**config.mk**
```make
export PLATFORM = sky130hd
export DESIGN_NAME = alu_cikis_asamasi_flat
export DESIGN_NICKNAME = d
export VERILOG_FILES = /design/src/rtl/alu_cikis_asamasi_pkg.sv /design/src/rtl/alu_cikis_asamasi_if.sv /design/src/rtl/alu_cikis_asamasi_bayrak.sv /design/src/rtl/alu_cikis_asamasi.sv /design/src/flat_wrapper.sv
export SDC_FILE = /design/constraint.sdc
export NUM_CORES = 1
export LEC_CHECK = 0
export CORE_ASPECT_RATIO = 1.4
export CORE_MARGIN = 8
export CORE_UTILIZATION = 40
export CTS_CLUSTER_DIAMETER = 80
export DETAILED_ROUTE_END_ITERATION = 16
export DONT_BUFFER_PORTS = 1
export PLACE_DENSITY_LB_ADDON = 0.2
export SLEW_MARGIN = 20
export SYNTH_ARGS = -nofsm -noshare
export SYNTH_HDL_FRONTEND = slang
export SYNTH_HIERARCHICAL = 1
export SYNTH_SLANG_ARGS = --single-unit
```
**constraint.sdc**
```tcl
create_clock -name clk -period 2.3 [get_ports clk]
set_clock_uncertainty 0.05 [all_clocks]
set_input_delay 0.345 -clock clk [delete_from_list [all_inputs] [get_ports clk]]
set_output_delay 0.345 -clock clk [all_outputs]
set_load 0.02 [all_outputs]
```
**src/rtl/alu_cikis_asamasi_pkg.sv**
```systemverilog
// Shared ALU output-stage types: select encoding {en3,en2,en1} and the stored entry layout.
// Latency: n/a (types only).
// Backpressure: n/a.
package alu_pkg;

    localparam int SEL_W = 3;
    localparam int ALU_W = 32;

    localparam logic [SEL_W-1:0] SEL_A0 = 3'd0;
    localparam logic [SEL_W-1:0] SEL_B0 = 3'd1;
    localparam logic [SEL_W-1:0] SEL_A1 = 3'd2;
    localparam logic [SEL_W-1:0] SEL_B1 = 3'd3;
    localparam logic [SEL_W-1:0] SEL_A2 = 3'd4;
    localparam logic [SEL_W-1:0] SEL_B2 = 3'd5;
    localparam logic [SEL_W-1:0] SEL_A3 = 3'd6;
    localparam logic [SEL_W-1:0] SEL_B3 = 3'd7;

    typedef struct packed {
        logic [ALU_W-1:0] data;
        logic [SEL_W-1:0] sel;
        logic             zero;
        logic             neg;
    } alu_entry_t;

endpackage

```
**src/rtl/alu_cikis_asamasi_if.sv**
```systemverilog
// Mux-side producer and consumer handshakes of the ALU output stage.
// Latency: n/a (wiring only).
// Backpressure: in_ready / out_ready, plain valid/ready.
interface alu_cikis_asamasi_if #(
    parameter int WIDTH = 32
);
    import alu_pkg::*;

    logic               in_valid;
    logic               in_ready;
    logic [WIDTH-1:0]   in_z;
    logic [SEL_W-1:0]   in_sel;

    logic               out_valid;
    logic               out_ready;
    logic [WIDTH-1:0]   out_data;
    logic [SEL_W-1:0]   out_sel;
    logic               out_zero;
    logic               out_neg;

    // Stage side: accepts in_*, presents out_*.
    modport slave (
        input  in_valid, in_z, in_sel, out_ready,
        output in_ready, out_valid, out_data, out_sel, out_zero, out_neg
    );

    modport master (
        output in_valid, in_z, in_sel, out_ready,
        input  in_ready, out_valid, out_data, out_sel, out_zero, out_neg
    );

endinterface

```
**src/rtl/alu_cikis_asamasi_bayrak.sv**
```systemverilog
// Combinational zero/negative flag generator; only built with ALU_CIKIS_FLAGS_EN.
// Latency: 0 cycles.
// Backpressure: none.
`ifdef ALU_CIKIS_FLAGS_EN
module alu_bayrak_uretici #(
    parameter int WIDTH = 32
) (
    input  logic [WIDTH-1:0] z,
    output logic             zero,
    output logic             neg
);

    assign zero = (z == '0);
    assign neg  = z[WIDTH-1];

endmodule
`endif

```
**src/rtl/alu_cikis_asamasi.sv**
```systemverilog
// Registered FIFO stage after the ALU result mux; flags built only with ALU_CIKIS_FLAGS_EN.
// Latency: 1 cycle from accept into an empty FIFO to out_valid (no fall-through).
// Backpressure: in_ready drops when DEPTH entries are held; derived from registered count only.
module alu_cikis_asamasi
    import alu_pkg::*;
#(
    parameter int WIDTH = ALU_W,
    parameter int DEPTH = 4
) (
    input  logic                       clk,
    input  logic                       rst,
    alu_cikis_asamasi_if.slave         bus,
    output logic [$clog2(DEPTH):0]     count,
    output logic [15:0]                result_cnt
);

    localparam int PW    = $clog2(DEPTH);
    localparam int CNT_W = PW + 1;

    logic [PW-1:0]      wr_ptr;
    logic [PW-1:0]      rd_ptr;
    logic [WIDTH-1:0]   mem_data [DEPTH];
    logic [SEL_W-1:0]   mem_sel  [DEPTH];
    logic               push;
    logic               pop;
    alu_entry_t         head;

    assign bus.in_ready  = (count != CNT_W'(DEPTH));
    assign bus.out_valid = (count != '0);

    assign push = bus.in_valid && bus.in_ready;
    assign pop  = bus.out_valid && bus.out_ready;

    // Pointers wrap naturally because DEPTH is a power of two.
    always_ff @(posedge clk) begin
        if (rst) begin
            wr_ptr     <= '0;
            rd_ptr     <= '0;
            count      <= '0;
            result_cnt <= '0;
        end else begin
            if (push) begin
                wr_ptr <= wr_ptr + 1'b1;
            end
            if (pop) begin
                rd_ptr     <= rd_ptr + 1'b1;
                result_cnt <= result_cnt + 16'd1;
            end
            case ({push, pop})
                2'b10:   count <= count + 1'b1;
                2'b01:   count <= count - 1'b1;
                default: count <= count;
            endcase
        end
    end

    always_ff @(posedge clk) begin
        if (push && !rst) begin
            mem_data[wr_ptr] <= bus.in_z;
            mem_sel[wr_ptr]  <= bus.in_sel;
        end
    end

`ifdef ALU_CIKIS_FLAGS_EN
    logic       in_zero;
    logic       in_neg;
    logic [1:0] mem_flag [DEPTH];

    alu_bayrak_uretici #(.WIDTH(WIDTH)) u_bayrak (
        .z    (bus.in_z),
        .zero (in_zero),
        .neg  (in_neg)
    );

    // Flags travel with the entry so the read side has no compare logic.
    always_ff @(posedge clk) begin
        if (push && !rst) begin
            mem_flag[wr_ptr] <= {in_zero, in_neg};
        end
    end
`endif

    always_comb begin
        head = '0;
        if (bus.out_valid) begin
            head.data = ALU_W'(mem_data[rd_ptr]);
            head.sel  = mem_sel[rd_ptr];
`ifdef ALU_CIKIS_FLAGS_EN
            head.zero = mem_flag[rd_ptr][1];
            head.neg  = mem_flag[rd_ptr][0];
`endif
        end
    end

    assign bus.out_data = WIDTH'(head.data);
    assign bus.out_sel  = head.sel;
    assign bus.out_zero = head.zero;
    assign bus.out_neg  = head.neg;

endmodule

```
**src/flat_wrapper.sv**
```systemverilog
// flat-port wrapper written by rule: the top's interface ports become plain ports
module alu_cikis_asamasi_flat import alu_pkg::*;
#(
    parameter int WIDTH = ALU_W,
    parameter int DEPTH = 4
)
  (clk, rst, count, result_cnt, bus_in_valid, bus_in_z, bus_in_sel, bus_out_ready, bus_in_ready, bus_out_valid, bus_out_data, bus_out_sel, bus_out_zero, bus_out_neg);
  alu_cikis_asamasi_if #(.WIDTH(WIDTH)) bus_i ();
  input  logic clk;
  input  logic rst;
  output logic [$clog2(DEPTH):0] count;
  output logic [15:0] result_cnt;
  input wire logic [$bits(bus_i.in_valid)-1:0] bus_in_valid;
  input wire logic [$bits(bus_i.in_z)-1:0] bus_in_z;
  input wire logic [$bits(bus_i.in_sel)-1:0] bus_in_sel;
  input wire logic [$bits(bus_i.out_ready)-1:0] bus_out_ready;
  output wire logic [$bits(bus_i.in_ready)-1:0] bus_in_ready;
  output wire logic [$bits(bus_i.out_valid)-1:0] bus_out_valid;
  output wire logic [$bits(bus_i.out_data)-1:0] bus_out_data;
  output wire logic [$bits(bus_i.out_sel)-1:0] bus_out_sel;
  output wire logic [$bits(bus_i.out_zero)-1:0] bus_out_zero;
  output wire logic [$bits(bus_i.out_neg)-1:0] bus_out_neg;
  assign bus_i.in_valid = bus_in_valid;
  assign bus_i.in_z = bus_in_z;
  assign bus_i.in_sel = bus_in_sel;
  assign bus_i.out_ready = bus_out_ready;
  assign bus_in_ready = bus_i.in_ready;
  assign bus_out_valid = bus_i.out_valid;
  assign bus_out_data = bus_i.out_data;
  assign bus_out_sel = bus_i.out_sel;
  assign bus_out_zero = bus_i.out_zero;
  assign bus_out_neg = bus_i.out_neg;
  alu_cikis_asamasi #(.WIDTH(WIDTH), .DEPTH(DEPTH)) u_core (.clk(clk), .rst(rst), .bus(bus_i), .count(count), .result_cnt(result_cnt));
endmodule
```
Word level (Yosys, flattened, before mapping)
Memories as Yosys holds them, arrays and structs flattened. A register that Yosys moved wholly into a read port is not among the register bits. Index checks and enable logic that the tools add are counted.

Register bits: 23. Memory bits (writable): 140. Bits of input ports: 39. Output and inout port bits: 58. Word-level logic and storage cells: 28. Memories: 2.

Memory list: u_core.mem_data (words 4, width 32, read ports 1, clocked after Yosys merged registers in 1, write ports 1, line alu_cikis_asamasi.sv:22) `logic [WIDTH-1:0] mem_data [DEPTH];`; u_core.mem_sel (words 4, width 3, read ports 1, clocked after Yosys merged registers in 1, write ports 1, line alu_cikis_asamasi.sv:23) `logic [SEL_W-1:0] mem_sel [DEPTH];`.

$add $sub $neg: 5. Equality and inequality tests: 3. Mux-type cells: 8. Reductions and logical operators: 6.

Operator list (number): $mux W35 (1); $add A16 B1 Y16 const B (1); $mux W2 (4); $pmux W3 S2 (1); $add A2 B1 Y2 const B (2); $add A3 B1 Y3 const B (1); $logic_and A1 B1 Y1 (3); $ne A3 B3 Y1 const B (1); $reduce_bool A3 Y1 (1); $sub A3 B1 Y3 const B (1); $eq A2 B1 Y1 const B (1); $eq A2 B2 Y1 const B (1); $mux W1 (2); $reduce_bool A2 Y1 (1); $logic_not A1 Y1 (1).

Logic depth before layout (Yosys ltp)
Word-level depth: 5. Depth in mapped cells: 9. Depth with buffers taken out: 8.

Worst setup path after synthesis
OpenSTA, ideal clock, no wires.

Path kind: reg-to-reg. Start point: register u_core.count[2]. End point: register u_core.count[2]. Setup time: 0.070 ns. Arrival: 2.380 ns. Required time: 2.180 ns. Slack: -0.200 ns. Stages on the path, launching flop included: 9. Path buffers: 0. Period minus slack after synthesis: 2.500 ns. Cell sequence: dfxtp_1 > or3b_2 > nand2_1 > ha_1 > inv_1 > fa_1 > xor2_1 > or3_1 > a21oi_1.

Cells in the longest elaborated chain, start to end: 4. Elaborated cells between the ends (all ways): 10. Classes of those cells: add/sub: 2; eq/ne: 3; mux: 1; reduce/logical: 4.

RTL lines: start: declaration (line alu_cikis_asamasi.sv:13) `output logic [$clog2(DEPTH):0] count,`; start signal: assignment (line alu_cikis_asamasi.sv:50) `2'b10: count <= count + 1'b1;`; start signal: assignment (line alu_cikis_asamasi.sv:51) `2'b01: count <= count - 1'b1;`; start signal: assignment (line alu_cikis_asamasi.sv:52) `default: count <= count;`; $ne A3 B3 Y1 * (line alu_cikis_asamasi.sv:28) `assign bus.in_ready = (count != CNT_W'(DEPTH));`; via bus_in_ready (line flat_wrapper.sv:17) `output wire logic [$bits(bus_i.in_ready)-1:0] bus_in_ready;`; $logic_and A1 B1 Y1 * (line alu_cikis_asamasi.sv:31) `assign push = bus.in_valid && bus.in_ready;`; $eq A2 B1 Y1 or $eq A2 B2 Y1 (tied branches) (line alu_cikis_asamasi.sv:49) `case ({push, pop})`; $pmux W3 S2 or $reduce_bool A2 Y1 (tied branches).

The timed path passes the listed nets; every way through them passes the cells marked *. A chain may end at the register's enable or synchronous reset.

Final worst setup path
Start point: register u_core.count[2]. End point: output bus_out_data[12].

Cells in the longest elaborated chain, start to end: 2.

RTL lines: $reduce_bool A3 Y1 (line alu_cikis_asamasi.sv:29) `assign bus.out_valid = (count != '0);`; $mux W35 (line alu_cikis_asamasi.sv:85) `if (bus.out_valid) begin`; end: declaration (line flat_wrapper.sv:19) `output wire logic [$bits(bus_i.out_data)-1:0] bus_out_data;`.

Every way passes these cells.

==> reports/metrics.csv <==
metric,value,unit
row_count,55,
powerDensity,1100,mW/mm²
tritoncts_num_sinks,165,
die_footprint,0.0205,mm²
post_drt_wl_per_cell,20.4,µm
clock.fmax,452,MHz
design_power_total,0.00870,W
cell_area_after_technology_mapping,0.00646,mm²
gp_congestion,0.758,
finish.net_count,472,
layout-drive-gt1-share,25.5,%
wl,13100,µm
grt_start_max_net_pins,39,
placement.io_buffers,0,
period_needed,2.21,ns
tritoncts,yes,
final_hold_viol_count,0,
global_route_wire_length_before_repair,20600,µm
synth-warning-count,6,
die_width,123,µm
critPathArrivalTime,1.82,ns
synth_seq_cells,165,
final-max-slew-violation-count,0,
drc_violations_left,0,
via_count,3339,
drt.antenna.violating_nets,0,
numCtsBuffers,17,
syn_avg_cell_area,18.0,µm²
maxCapViolCount,0,
final_worst_hold_slack,0.0438,ns
synth_top_cell_area_share,65.0,%
global_route.overflow_total,0,
dr.first_iter.drc_count,127,
floorplan.io_pins,97,
mostFrequentLayoutCell,edfxtp_1,
final_cell_mix,"edfxtp_1, dlygate4sd3_1, mux4_2, and2_1, buf_4",
holdCritPathClass,input port to flop,
critPathMaxStageDelay,0.50,ns
chipHeight,166,µm
detailed_place_hpwl,8060,µm
run_status,completed,
fin_crit_sh,96.1,%
clock_insertion_delay_at_the_later_pin_of_the_skew_report,0.41,ns
area_growth,22.4,%
number_of_antenna_violations_at_the_first_check_in_global_routing,2,
synthTopCellsByArea,"edfxtp_1, mux4_2, dfxtp_1",
critPathSlowestCell,or3_2,
synthDominantAreaCellType,edfxtp_1,
clock-root-buffer,clkbuf_16,
critical_path.max_fanout,38,
max_rail_drop_vdd,873,µV
routed_via_density,5.22,
yosysSeqAreaShare,72.8,%
start_util,40.5,%
critical_path.startpoint_type,flop,
grt_pass1_vias,3636,
tightest_pin_transition,0.932,ns
static-leakage-power,2.57,nW
criticalPathCategory,flop to output pin,
drt_first_pass_iters,4,
finalNonFillerCells,640,
netlist_instances,359,
place_inst,567,
finalSetupViolCount,0,
cts_max_level,4,
clk_pin_slew_worst_paths,0.06,ns
core_area,0.0160,mm²
end_kind,output pin,
timing.critical_path.cells,or3_2 -> buf_4 -> and2_1,
ctsLongestPathBuffers,2,
track_usage,13.4,%
worst_ep_required_time,1.90,ns
ys_types,33,
relSlewSlack,37.6,%
[what timing repair did]
action | in CTS | in global routing
endpoints found under the hold margin | 165 | 0
pin swaps | 0 | 2
hold buffers | 36 | 0
setup buffers | 2 | 0
gates cloned | 1 | 0
resized for setup | 3 | 10
endpoints found under the setup margin | 21 | 1
[area by class of cell]
cell class	count	area [µm²]
Tap cell	199	249
Multi-Input combinational cell	171	1700
Clock inverter	13	131
Sequential cell	165	4710
Antenna cell	2	5.00
Timing Repair Buffer	65	661
Inverter	6	22.5
Fill cell	1369	8050
Clock buffer	19	433
[critical path: cells and delay by family (launching register included)]
kind | cells | cell delay [ns]
flip-flops | 1 | 0.34
AND/OR/NAND/NOR | 2 | 0.78
buffers and inverters | 1 | 0.28
[synthesized netlist by cell type]
master and n:
nand2_1 8, o311a_1 1, or3_4 1, and2_1 40
conb_1 1, dfxtp_1 25, nor2_1 19, nor4_1 2
buf_4 2, edfxtp_1 140, o21ai_0 3, a21oi_1 8
nand3_1 10, and4_2 1, mux2i_1 1, or3b_2 1
or4_1 2, o31ai_1 2, o311ai_0 1, clkbuf_1 12
or3_1 3, ha_1 6, xnor2_1 8, nand4_2 1
inv_1 6, mux4_2 35, fa_1 1, buf_2 4
nor3_1 3, or3_2 2, xor2_1 7, and3_1 1
nand4_1 2
[metrics by stage]
step | area (µm²) | setup TNS, ns | setup slack, ns | utilization (%)
after floorplan | 6480 | -0.0177 | -0.0177 | -
after global placement | 6910 | 0 | 0.184 | 43.3
after detailed placement | 6910 | 0 | 0.0375 | 43.3
after CTS | 7880 | 0 | 0.0110 | 49.3
after global routing | 7910 | -0.00609 | -0.00609 | 49.6
final | 7910 | 0 | 0.0894 | 49.6
[metal layers]
layer | GRT usage, % | wire (µm) | up-vias
li1 | - | - | 1521
met1 | 15.0 | 5040 | 1735
met2 | 22.9 | 7020 | 72
met3 | 4.67 | 841 | 11
met4 | 4.26 | 157 | 0
met5 | 0 | 0 | -
[registers in the layout, indices dropped and copies added (netlist names), named ones only]
name               count
u_core/mem_data      128
u_core/mem_sel        12
u_core/rd_ptr          2
u_core/count           3
u_core/wr_ptr          2
u_core/result_cnt     16
[final timing paths]
path	from	endpoint	slack, ns	cells past startpoint
worst max-delay path	u_core/count[2]$_SDFFE_PP0P_	bus_out_data[12]	0.09	3
worst min-delay path	bus_in_valid	u_core/wr_ptr[1]$_SDFFE_PP0P_	0.04	2
worst max register to register	u_core/count[2]$_SDFFE_PP0P_	u_core/count[2]$_SDFFE_PP0P_	0.11	8
worst min register to register	u_core/wr_ptr[1]$_SDFFE_PP0P_	u_core/wr_ptr[1]$_SDFFE_PP0P_	0.45	2
[cell families after synthesis]
logic type / Yosys count / share of synthesized area [%]
flip-flops: 165 / 72.8
AND/OR/NAND/NOR: 96 / 8.34
other: 1 / 0.0580
XOR/XNOR: 15 / 2.03
buffers and inverters: 24 / 1.59
adder cells (fa/ha/maj): 7 / 1.47
multiplexers: 36 / 12.4
AO/OA/AOI/OAI: 15 / 1.37
[where the power goes]
part / total [W] / switching [W] / internal (W)
combinational: 0.00243 / 0.00144 / 0.000985
clock: 0.00270 / 0.00111 / 0.00159
sequential: 0.00357 / 0.000109 / 0.00346
total: 0.00870 / 0.00266 / 0.00604
No activity file was read; power rests on OpenSTA's default activity.
